===== src/rtl/response_sm_pkg.sv =====
// Shared constants and types for the response packet transmitter.
// Holds the word widths, the stream byte-enable constant and the one-hot state encoding.
package response_sm_pkg;

    localparam int DATA_W = 32;
    localparam int CNT_W  = 8;
    localparam int KEEP_W = DATA_W / 8;

    localparam logic [0:KEEP_W-1] TKEEP_ALL = 4'b1111;

    // One-hot bit positions; each state value sets exactly its own bit.
    localparam int ST_IDLE    = 0;
    localparam int ST_HDR_RSN = 1;
    localparam int ST_HDR_RC  = 2;
    localparam int ST_HDR_RDC = 3;
    localparam int ST_FETCH   = 4;
    localparam int ST_LOAD    = 5;
    localparam int ST_SEND_RD = 6;
    localparam int ST_DONE    = 7;
    localparam int NUM_STATES = 8;

    typedef enum logic [NUM_STATES-1:0] {
        IDLE    = NUM_STATES'(1 << ST_IDLE),
        HDR_RSN = NUM_STATES'(1 << ST_HDR_RSN),
        HDR_RC  = NUM_STATES'(1 << ST_HDR_RC),
        HDR_RDC = NUM_STATES'(1 << ST_HDR_RDC),
        FETCH   = NUM_STATES'(1 << ST_FETCH),
        LOAD    = NUM_STATES'(1 << ST_LOAD),
        SEND_RD = NUM_STATES'(1 << ST_SEND_RD),
        DONE    = NUM_STATES'(1 << ST_DONE)
    } state_t;

    function automatic logic [CNT_W-1:0] clamp_count(
        input logic [CNT_W-1:0] req,
        input logic [CNT_W-1:0] lim
    );
        return (req > lim) ? lim : req;
    endfunction

endpackage


===== src/rtl/response_sm_if.sv =====
// Signal bundle between the response transmitter and its neighbours:
// command-side request, response data RAM read port, tx stream and status pulses.
interface response_sm_if;
    import response_sm_pkg::*;

    logic              send_rsp;
    logic [DATA_W-1:0] ser_num;
    logic [DATA_W-1:0] rsp_code;
    logic [CNT_W-1:0]  rsp_count;

    logic              rd_en;
    logic [CNT_W-1:0]  rd_addr;
    logic [DATA_W-1:0] rd_data;

    logic [DATA_W-1:0] tx_tdata;
    logic              tx_tvalid;
    logic [0:KEEP_W-1] tx_tkeep;
    logic              tx_tlast;
    logic              tx_tready;

    logic              rsp_busy;
    logic              rsp_done;
    logic              rsp_err;

    // Transmitter view
    modport master (
        input  send_rsp, ser_num, rsp_code, rsp_count, rd_data, tx_tready,
        output rd_en, rd_addr, tx_tdata, tx_tvalid, tx_tkeep, tx_tlast,
               rsp_busy, rsp_done, rsp_err
    );

    // Surrounding logic view (command side, RAM, tx FIFO)
    modport slave (
        output send_rsp, ser_num, rsp_code, rsp_count, rd_data, tx_tready,
        input  rd_en, rd_addr, tx_tdata, tx_tvalid, tx_tkeep, tx_tlast,
               rsp_busy, rsp_done, rsp_err
    );

endinterface


===== src/rtl/response_sm.sv =====
// Emits one response packet (RSN, RC, RDC, RD1..RDn) as a 32-bit stream frame per send_rsp,
// fetching data words from an external response RAM with a one-cycle registered read.
module response_sm
    import response_sm_pkg::*;
#(
    parameter int MAX_WORDS = 255
) (
    input  logic          clk,
    input  logic          reset,
    response_sm_if.master bus
);

    localparam logic [CNT_W-1:0] MAX_CNT = CNT_W'(MAX_WORDS);

    state_t            state_reg, state_next;
    logic [DATA_W-1:0] rc_reg, rc_next;
    logic [CNT_W-1:0]  count_reg, count_next;
    logic [CNT_W-1:0]  idx_reg, idx_next;
    logic [DATA_W-1:0] tdata_reg, tdata_next;
    logic              tvalid_reg, tvalid_next;
    logic              tlast_reg, tlast_next;
    logic              rd_en_reg, rd_en_next;
    logic [CNT_W-1:0]  rd_addr_reg, rd_addr_next;
    logic              busy_reg, busy_next;
    logic              done_reg, done_next;
    logic              err_reg, err_next;

    always_ff @(posedge clk or posedge reset) begin
        if (reset) begin
            state_reg <= IDLE;
        end else begin
            state_reg <= state_next;
        end
    end

    always_ff @(posedge clk or posedge reset) begin
        if (reset) begin
            rc_reg      <= '0;
            count_reg   <= '0;
            idx_reg     <= '0;
            tdata_reg   <= '0;
            tvalid_reg  <= 1'b0;
            tlast_reg   <= 1'b0;
            rd_en_reg   <= 1'b0;
            rd_addr_reg <= '0;
            busy_reg    <= 1'b0;
            done_reg    <= 1'b0;
            err_reg     <= 1'b0;
        end else begin
            rc_reg      <= rc_next;
            count_reg   <= count_next;
            idx_reg     <= idx_next;
            tdata_reg   <= tdata_next;
            tvalid_reg  <= tvalid_next;
            tlast_reg   <= tlast_next;
            rd_en_reg   <= rd_en_next;
            rd_addr_reg <= rd_addr_next;
            busy_reg    <= busy_next;
            done_reg    <= done_next;
            err_reg     <= err_next;
        end
    end

    always_comb begin
        state_next   = state_reg;
        rc_next      = rc_reg;
        count_next   = count_reg;
        idx_next     = idx_reg;
        tdata_next   = tdata_reg;
        tvalid_next  = tvalid_reg;
        tlast_next   = tlast_reg;
        rd_en_next   = 1'b0;
        rd_addr_next = rd_addr_reg;
        busy_next    = busy_reg;
        done_next    = 1'b0;
        err_next     = 1'b0;

        case (state_reg)
            IDLE: begin
                if (bus.send_rsp) begin
                    rc_next     = bus.rsp_code;
                    count_next  = clamp_count(bus.rsp_count, MAX_CNT);
                    err_next    = (bus.rsp_count > MAX_CNT);
                    idx_next    = '0;
                    tdata_next  = bus.ser_num;
                    tvalid_next = 1'b1;
                    tlast_next  = 1'b0;
                    busy_next   = 1'b1;
                    state_next  = HDR_RSN;
                end
            end

            HDR_RSN: begin
                if (bus.tx_tready) begin
                    tdata_next = rc_reg;
                    state_next = HDR_RC;
                end
            end

            HDR_RC: begin
                if (bus.tx_tready) begin
                    tdata_next = {{(DATA_W-CNT_W){1'b0}}, count_reg};
                    tlast_next = (count_reg == '0);
                    state_next = HDR_RDC;
                end
            end

            HDR_RDC: begin
                if (bus.tx_tready) begin
                    tvalid_next = 1'b0;
                    tlast_next  = 1'b0;
                    if (count_reg == '0) begin
                        done_next  = 1'b1;
                        state_next = DONE;
                    end else begin
                        rd_en_next   = 1'b1;
                        rd_addr_next = idx_reg;
                        state_next   = FETCH;
                    end
                end
            end

            // RAM is sampling rd_addr this cycle; its data appears during LOAD.
            FETCH: begin
                state_next = LOAD;
            end

            LOAD: begin
                tdata_next  = bus.rd_data;
                tvalid_next = 1'b1;
                tlast_next  = (idx_reg == count_reg - CNT_W'(1));
                state_next  = SEND_RD;
            end

            SEND_RD: begin
                if (bus.tx_tready) begin
                    tvalid_next = 1'b0;
                    tlast_next  = 1'b0;
                    idx_next    = idx_reg + CNT_W'(1);
                    if (tlast_reg) begin
                        done_next  = 1'b1;
                        state_next = DONE;
                    end else begin
                        rd_en_next   = 1'b1;
                        rd_addr_next = idx_reg + CNT_W'(1);
                        state_next   = FETCH;
                    end
                end
            end

            DONE: begin
                busy_next  = 1'b0;
                state_next = IDLE;
            end

            default: begin
                tvalid_next = 1'b0;
                tlast_next  = 1'b0;
                busy_next   = 1'b0;
                state_next  = IDLE;
            end
        endcase

        // A request arriving anywhere but IDLE (including DONE) is dropped and flagged.
        if (bus.send_rsp && (state_reg != IDLE)) begin
            err_next = 1'b1;
        end
    end

    assign bus.tx_tdata  = tdata_reg;
    assign bus.tx_tvalid = tvalid_reg;
    assign bus.tx_tlast  = tlast_reg;
    assign bus.rd_en     = rd_en_reg;
    assign bus.rd_addr   = rd_addr_reg;
    assign bus.rsp_busy  = busy_reg;
    assign bus.rsp_done  = done_reg;
    assign bus.rsp_err   = err_reg;

    for (genvar gi = 0; gi < KEEP_W; gi++) begin : g_keep
        assign bus.tx_tkeep[gi] = tvalid_reg & TKEEP_ALL[gi];
    end

endmodule

===== src/flat_wrapper.sv =====
// flat-port wrapper written by rule: the top's interface ports become plain ports
module response_sm_flat import response_sm_pkg::*;
#(
    parameter int MAX_WORDS = 255
)
  (clk, reset, bus_send_rsp, bus_ser_num, bus_rsp_code, bus_rsp_count, bus_rd_data, bus_tx_tready, bus_rd_en, bus_rd_addr, bus_tx_tdata, bus_tx_tvalid, bus_tx_tkeep, bus_tx_tlast, bus_rsp_busy, bus_rsp_done, bus_rsp_err);
  response_sm_if bus_i ();
  input  logic clk;
  input  logic reset;
  input wire logic [$bits(bus_i.send_rsp)-1:0] bus_send_rsp;
  input wire logic [$bits(bus_i.ser_num)-1:0] bus_ser_num;
  input wire logic [$bits(bus_i.rsp_code)-1:0] bus_rsp_code;
  input wire logic [$bits(bus_i.rsp_count)-1:0] bus_rsp_count;
  input wire logic [$bits(bus_i.rd_data)-1:0] bus_rd_data;
  input wire logic [$bits(bus_i.tx_tready)-1:0] bus_tx_tready;
  output wire logic [$bits(bus_i.rd_en)-1:0] bus_rd_en;
  output wire logic [$bits(bus_i.rd_addr)-1:0] bus_rd_addr;
  output wire logic [$bits(bus_i.tx_tdata)-1:0] bus_tx_tdata;
  output wire logic [$bits(bus_i.tx_tvalid)-1:0] bus_tx_tvalid;
  output wire logic [$bits(bus_i.tx_tkeep)-1:0] bus_tx_tkeep;
  output wire logic [$bits(bus_i.tx_tlast)-1:0] bus_tx_tlast;
  output wire logic [$bits(bus_i.rsp_busy)-1:0] bus_rsp_busy;
  output wire logic [$bits(bus_i.rsp_done)-1:0] bus_rsp_done;
  output wire logic [$bits(bus_i.rsp_err)-1:0] bus_rsp_err;
  assign bus_i.send_rsp = bus_send_rsp;
  assign bus_i.ser_num = bus_ser_num;
  assign bus_i.rsp_code = bus_rsp_code;
  assign bus_i.rsp_count = bus_rsp_count;
  assign bus_i.rd_data = bus_rd_data;
  assign bus_i.tx_tready = bus_tx_tready;
  assign bus_rd_en = bus_i.rd_en;
  assign bus_rd_addr = bus_i.rd_addr;
  assign bus_tx_tdata = bus_i.tx_tdata;
  assign bus_tx_tvalid = bus_i.tx_tvalid;
  assign bus_tx_tkeep = bus_i.tx_tkeep;
  assign bus_tx_tlast = bus_i.tx_tlast;
  assign bus_rsp_busy = bus_i.rsp_busy;
  assign bus_rsp_done = bus_i.rsp_done;
  assign bus_rsp_err = bus_i.rsp_err;
  response_sm #(.MAX_WORDS(MAX_WORDS)) u_core (.clk(clk), .reset(reset), .bus(bus_i));
endmodule

===== config.mk =====
export PLATFORM = sky130hd
export DESIGN_NAME = response_sm_flat
export DESIGN_NICKNAME = d
export VERILOG_FILES = /design/src/rtl/response_sm_pkg.sv /design/src/rtl/response_sm_if.sv /design/src/rtl/response_sm.sv /design/src/flat_wrapper.sv
export SDC_FILE = /design/constraint.sdc
export NUM_CORES = 1
export LEC_CHECK = 0
export CAP_MARGIN = 40
export CORE_UTILIZATION = 43
export CTS_CLUSTER_DIAMETER = 120
export CTS_CLUSTER_SIZE = 8
export DETAILED_ROUTE_END_ITERATION = 7
export HOLD_SLACK_MARGIN = 0.02
export PLACE_DENSITY = 0.78
export SKIP_CTS_REPAIR_TIMING = 1
export SLEW_MARGIN = 10
export SYNTH_ARGS = -nofsm -noshare
export SYNTH_HDL_FRONTEND = slang
export SYNTH_SLANG_ARGS = --single-unit
export TNS_END_PERCENT = 30

===== constraint.sdc =====
create_clock -name clk -period 3 [get_ports clk]
set_input_delay 0.45 -clock clk [delete_from_list [all_inputs] [get_ports clk]]
set_output_delay 0.45 -clock clk [all_outputs]
set_load 0.005 [all_outputs]

==> reports/qor.yml <==
skew_ns: 0.00510
leakage_nw: 3.08
crit_arrival_ns: 2.71
place_ws_ns: 0.520
setup_viol: 0
power_density_nw_per_um2: 910
ff2ff_setup_slack_ns: 0.52
crit_chain: "or4_4 > nor3_1 > nor2_2 > a211oi_4 > buf_4 > mux2_2"
min_to: "u_core.bus.rd_addr[1]$_DFFE_PP0P_"
wl_per_cell_microns: 16.9
cp-start-kind: "flip-flop"
post_synth_num_cell_types: 50
start_util: 0.444
route.met2.wl_microns: 6270
cts_buffers: 9
row_count: 39
drc: 12
grt_pass1_vias: 4233
cts_num_sinks: 102
violations: "design-rule violations"
r2r-end: "u_core.bus.tx_tdata[7]$_DFFE_PP0P_"
hold_viol: 0
nets: 724
cp.depth: 6
grt_max_degree: 80
reg2reg_depth: 6
cpLargestDelayFamily: "simple AND/OR/NAND/NOR gates"
synthFlopType: "dfrtp_1"
fin_tns_setup_ns: 0
core_sq_um: 11500
cp_max_fo: 9
cts_tree: "built"
holdPathStages: 2
tightest_slew_ns: 0.573
wl_met1_microns: 5200
cp-end-kind: "flip-flop"
dieWidth_microns: 111
syn-cell-area_sq_um: 5110
fin_crit_sh: 0.826
hold_path.startpoint: "u_core.bus.rd_addr[1]$_DFFE_PP0P_"
gp_congestion: 0.826
cp_slowest_cell: "or4_4"
grt_first_pass_wirelength_microns: 21400
cap_violations: 0
syn_nets: 569
yosysWarnings: 0
pin_count: 158
htree_levels: 3
r2r-start: "u_core.state_reg[2]$_DFFE_PP0P_"
avgViaCountPerCell: 5.48
port-buffer-count: 157
wl_met3_microns: 751
relSlewSlack: 0.617
grt_usage: 0.224
routed.top_layer: "met4"
n_antenna_cell: 0
synthToLayoutAreaGrowth_pct: 39.9
vias: 4164
cp.required_ns: 3.23
clk_latency_ns: 0.35
ys_async_sr_fraction: 1.00
synth_edf_count: 0
yosysSeqAreaShare: 0.500
syn_inst: 457
max-clock-path-buffers: 2
avgSynthCellArea_sq_um: 11.2
grt_setup_unrepaired: "no"
layout_setup_ws_ns: 0.522
peakVddDrop_mv: 0.494
layout_common_cells: "157 x clkdlybuf4s50_1, 101 x dfrtp_1, 43 x mux2_2"
grt_remaining_overflow: 0
wl_microns: 12900
drtIter0Drc: 308
fin_crit_ns: 2.48
nFillCells: 952
hold_path.class: "flip-flop to flip-flop"
outcome: "finished with violations"
dp_hpwl_microns: 9610
drtAntennaViolNets: 0
die_h_microns: 111
die_area_sq_um: 12300
final_common_cell: "clkdlybuf4s50_1"
root_buffer: "clkbuf_16"
synth_seq_cells: 102
slew_violations: 0
critPathKind: "flip-flop to flip-flop"
first_pass_iters: 8
cts.clk_slew.worst_paths_ns: 0.07
max_freq_ghz: 0.404
slowest_delay_ns: 0.59
drive_gt1_frac: 0.130
grt_antenna_before_repair: 0
crit_buf_inv: 1
==> Yosys cell counts, types with 2 or more instances <==
library cell	instances	share of area
a21oi_1	35	0.034
a221o_1	8	0.016
a22o_1	32	0.055
a31oi_1	2	0.0024
and2_1	3	0.0037
and3_1	6	0.0073
buf_2	9	0.0088
buf_4	7	0.010
clkbuf_1	8	0.0059
dfrtp_1	101	0.49
ha_1	4	0.0098
inv_1	33	0.024
mux2_1	6	0.013
mux2_2	43	0.095
mux2i_1	25	0.049
nand2_1	30	0.022
nand3_1	7	0.0069
nand4b_1	3	0.0051
nor2_1	11	0.0081
nor2b_1	5	0.0061
nor3_1	4	0.0039
nor4_1	3	0.0037
nor4_4	2	0.0083
o2111ai_1	2	0.0034
o21a_1	3	0.0044
o21ai_0	23	0.023
o31ai_1	3	0.0044
xnor2_1	7	0.012
xor2_1	11	0.019
==> cell type report <==
| class | instances | area [sq um] | area share |
|---|---|---|---|
| flip-flops and latches | 102 | 2550 | 0.357 |
| inverters | 34 | 131 | 0.0184 |
| well taps | 143 | 179 | 0.0250 |
| multi-input cells | 295 | 2290 | 0.320 |
| clock buffers | 12 | 246 | 0.0345 |
| repair buffers | 170 | 1690 | 0.237 |
| clock inverters | 4 | 55.1 | 0.00770 |
==> metal layers <==
layer / GRT usage / vias up
met2: 0.372 / 164
met1: 0.265 / 2001
li1: - / 1952
met3: 0.0498 / 47
met4: 0.135 / 0
met5: 0 / -
==> per-stage QoR <==
| step | util | total power [mW] | area (sq um) | hold slack, ns | instances |
|---|---|---|---|---|---|
| global route | 0.621 | 6.96 | 7150 | 0.507 | 760 |
| floorplan | - | 4.22 | 5110 | 0.473 | 457 |
| CTS | 0.621 | 6.58 | 7150 | 0.488 | 760 |
| finish | 0.621 | 6.50 | 7150 | 0.483 | 760 |
| global placement | 0.595 | 5.27 | 6850 | 0.463 | 744 |
| detailed placement | 0.595 | 5.39 | 6850 | 0.474 | 744 |
==> how the worst max path moves through the flow <==
| stage | endpoint | startpoint | slack [ns] |
|---|---|---|---|
| 6_report | u_core.bus.tx_tdata[7]$_DFFE_PP0P_ | u_core.state_reg[2]$_DFFE_PP0P_ | 0.52 |
| 5_1_grt | u_core.bus.tx_tdata[0]$_DFFE_PP0P_ | u_core.state_reg[1]$_DFFE_PP0P_ | 0.35 |
| 4_1_cts | u_core.bus.tx_tdata[7]$_DFFE_PP0P_ | u_core.state_reg[1]$_DFFE_PP0P_ | 0.50 |
| 3_5_place_dp | u_core.bus.tx_tdata[7]$_DFFE_PP0P_ | u_core.state_reg[1]$_DFFE_PP0P_ | 0.52 |
| 3_3_place_gp | u_core.bus.tx_tdata[6]$_DFFE_PP0P_ | u_core.state_reg[1]$_DFFE_PP0P_ | 0.57 |
| 2_1_floorplan | u_core.bus.tx_tdata[0]$_DFFE_PP0P_ | u_core.state_reg[1]$_DFFE_PP0P_ | 0.68 |
==> worst min-delay path: stages, from the launching register on <==
cell	delay (ns)
dfrtp_1	0.34
nand2_1	0.05
o21ai_0	0.06
==> power by group <==
part | switching (mW) | internal, mW
registers | 0.401 | 1.96
logic | 1.25 | 1.73
clock network | 0.498 | 0.674
total | 2.15 | 4.36
==> cell families (layout without fill, tap and decap cells) <==
| kind of cell | Yosys count | after routing | synth area share |
|---|---|---|---|
| and+or+nand+nor | 83 | 83 | 0.0920 |
| xor gates and xnor gates | 18 | 18 | 0.0308 |
| AOI/OAI and AO/OA | 116 | 116 | 0.158 |
| DFF | 102 | 102 | 0.500 |
| muxes | 74 | 74 | 0.157 |
| buffers and inverters | 60 | 220 | 0.0529 |
| adders and majority gates | 4 | 4 | 0.00979 |
No activity file was read; power rests on OpenSTA's default activity.
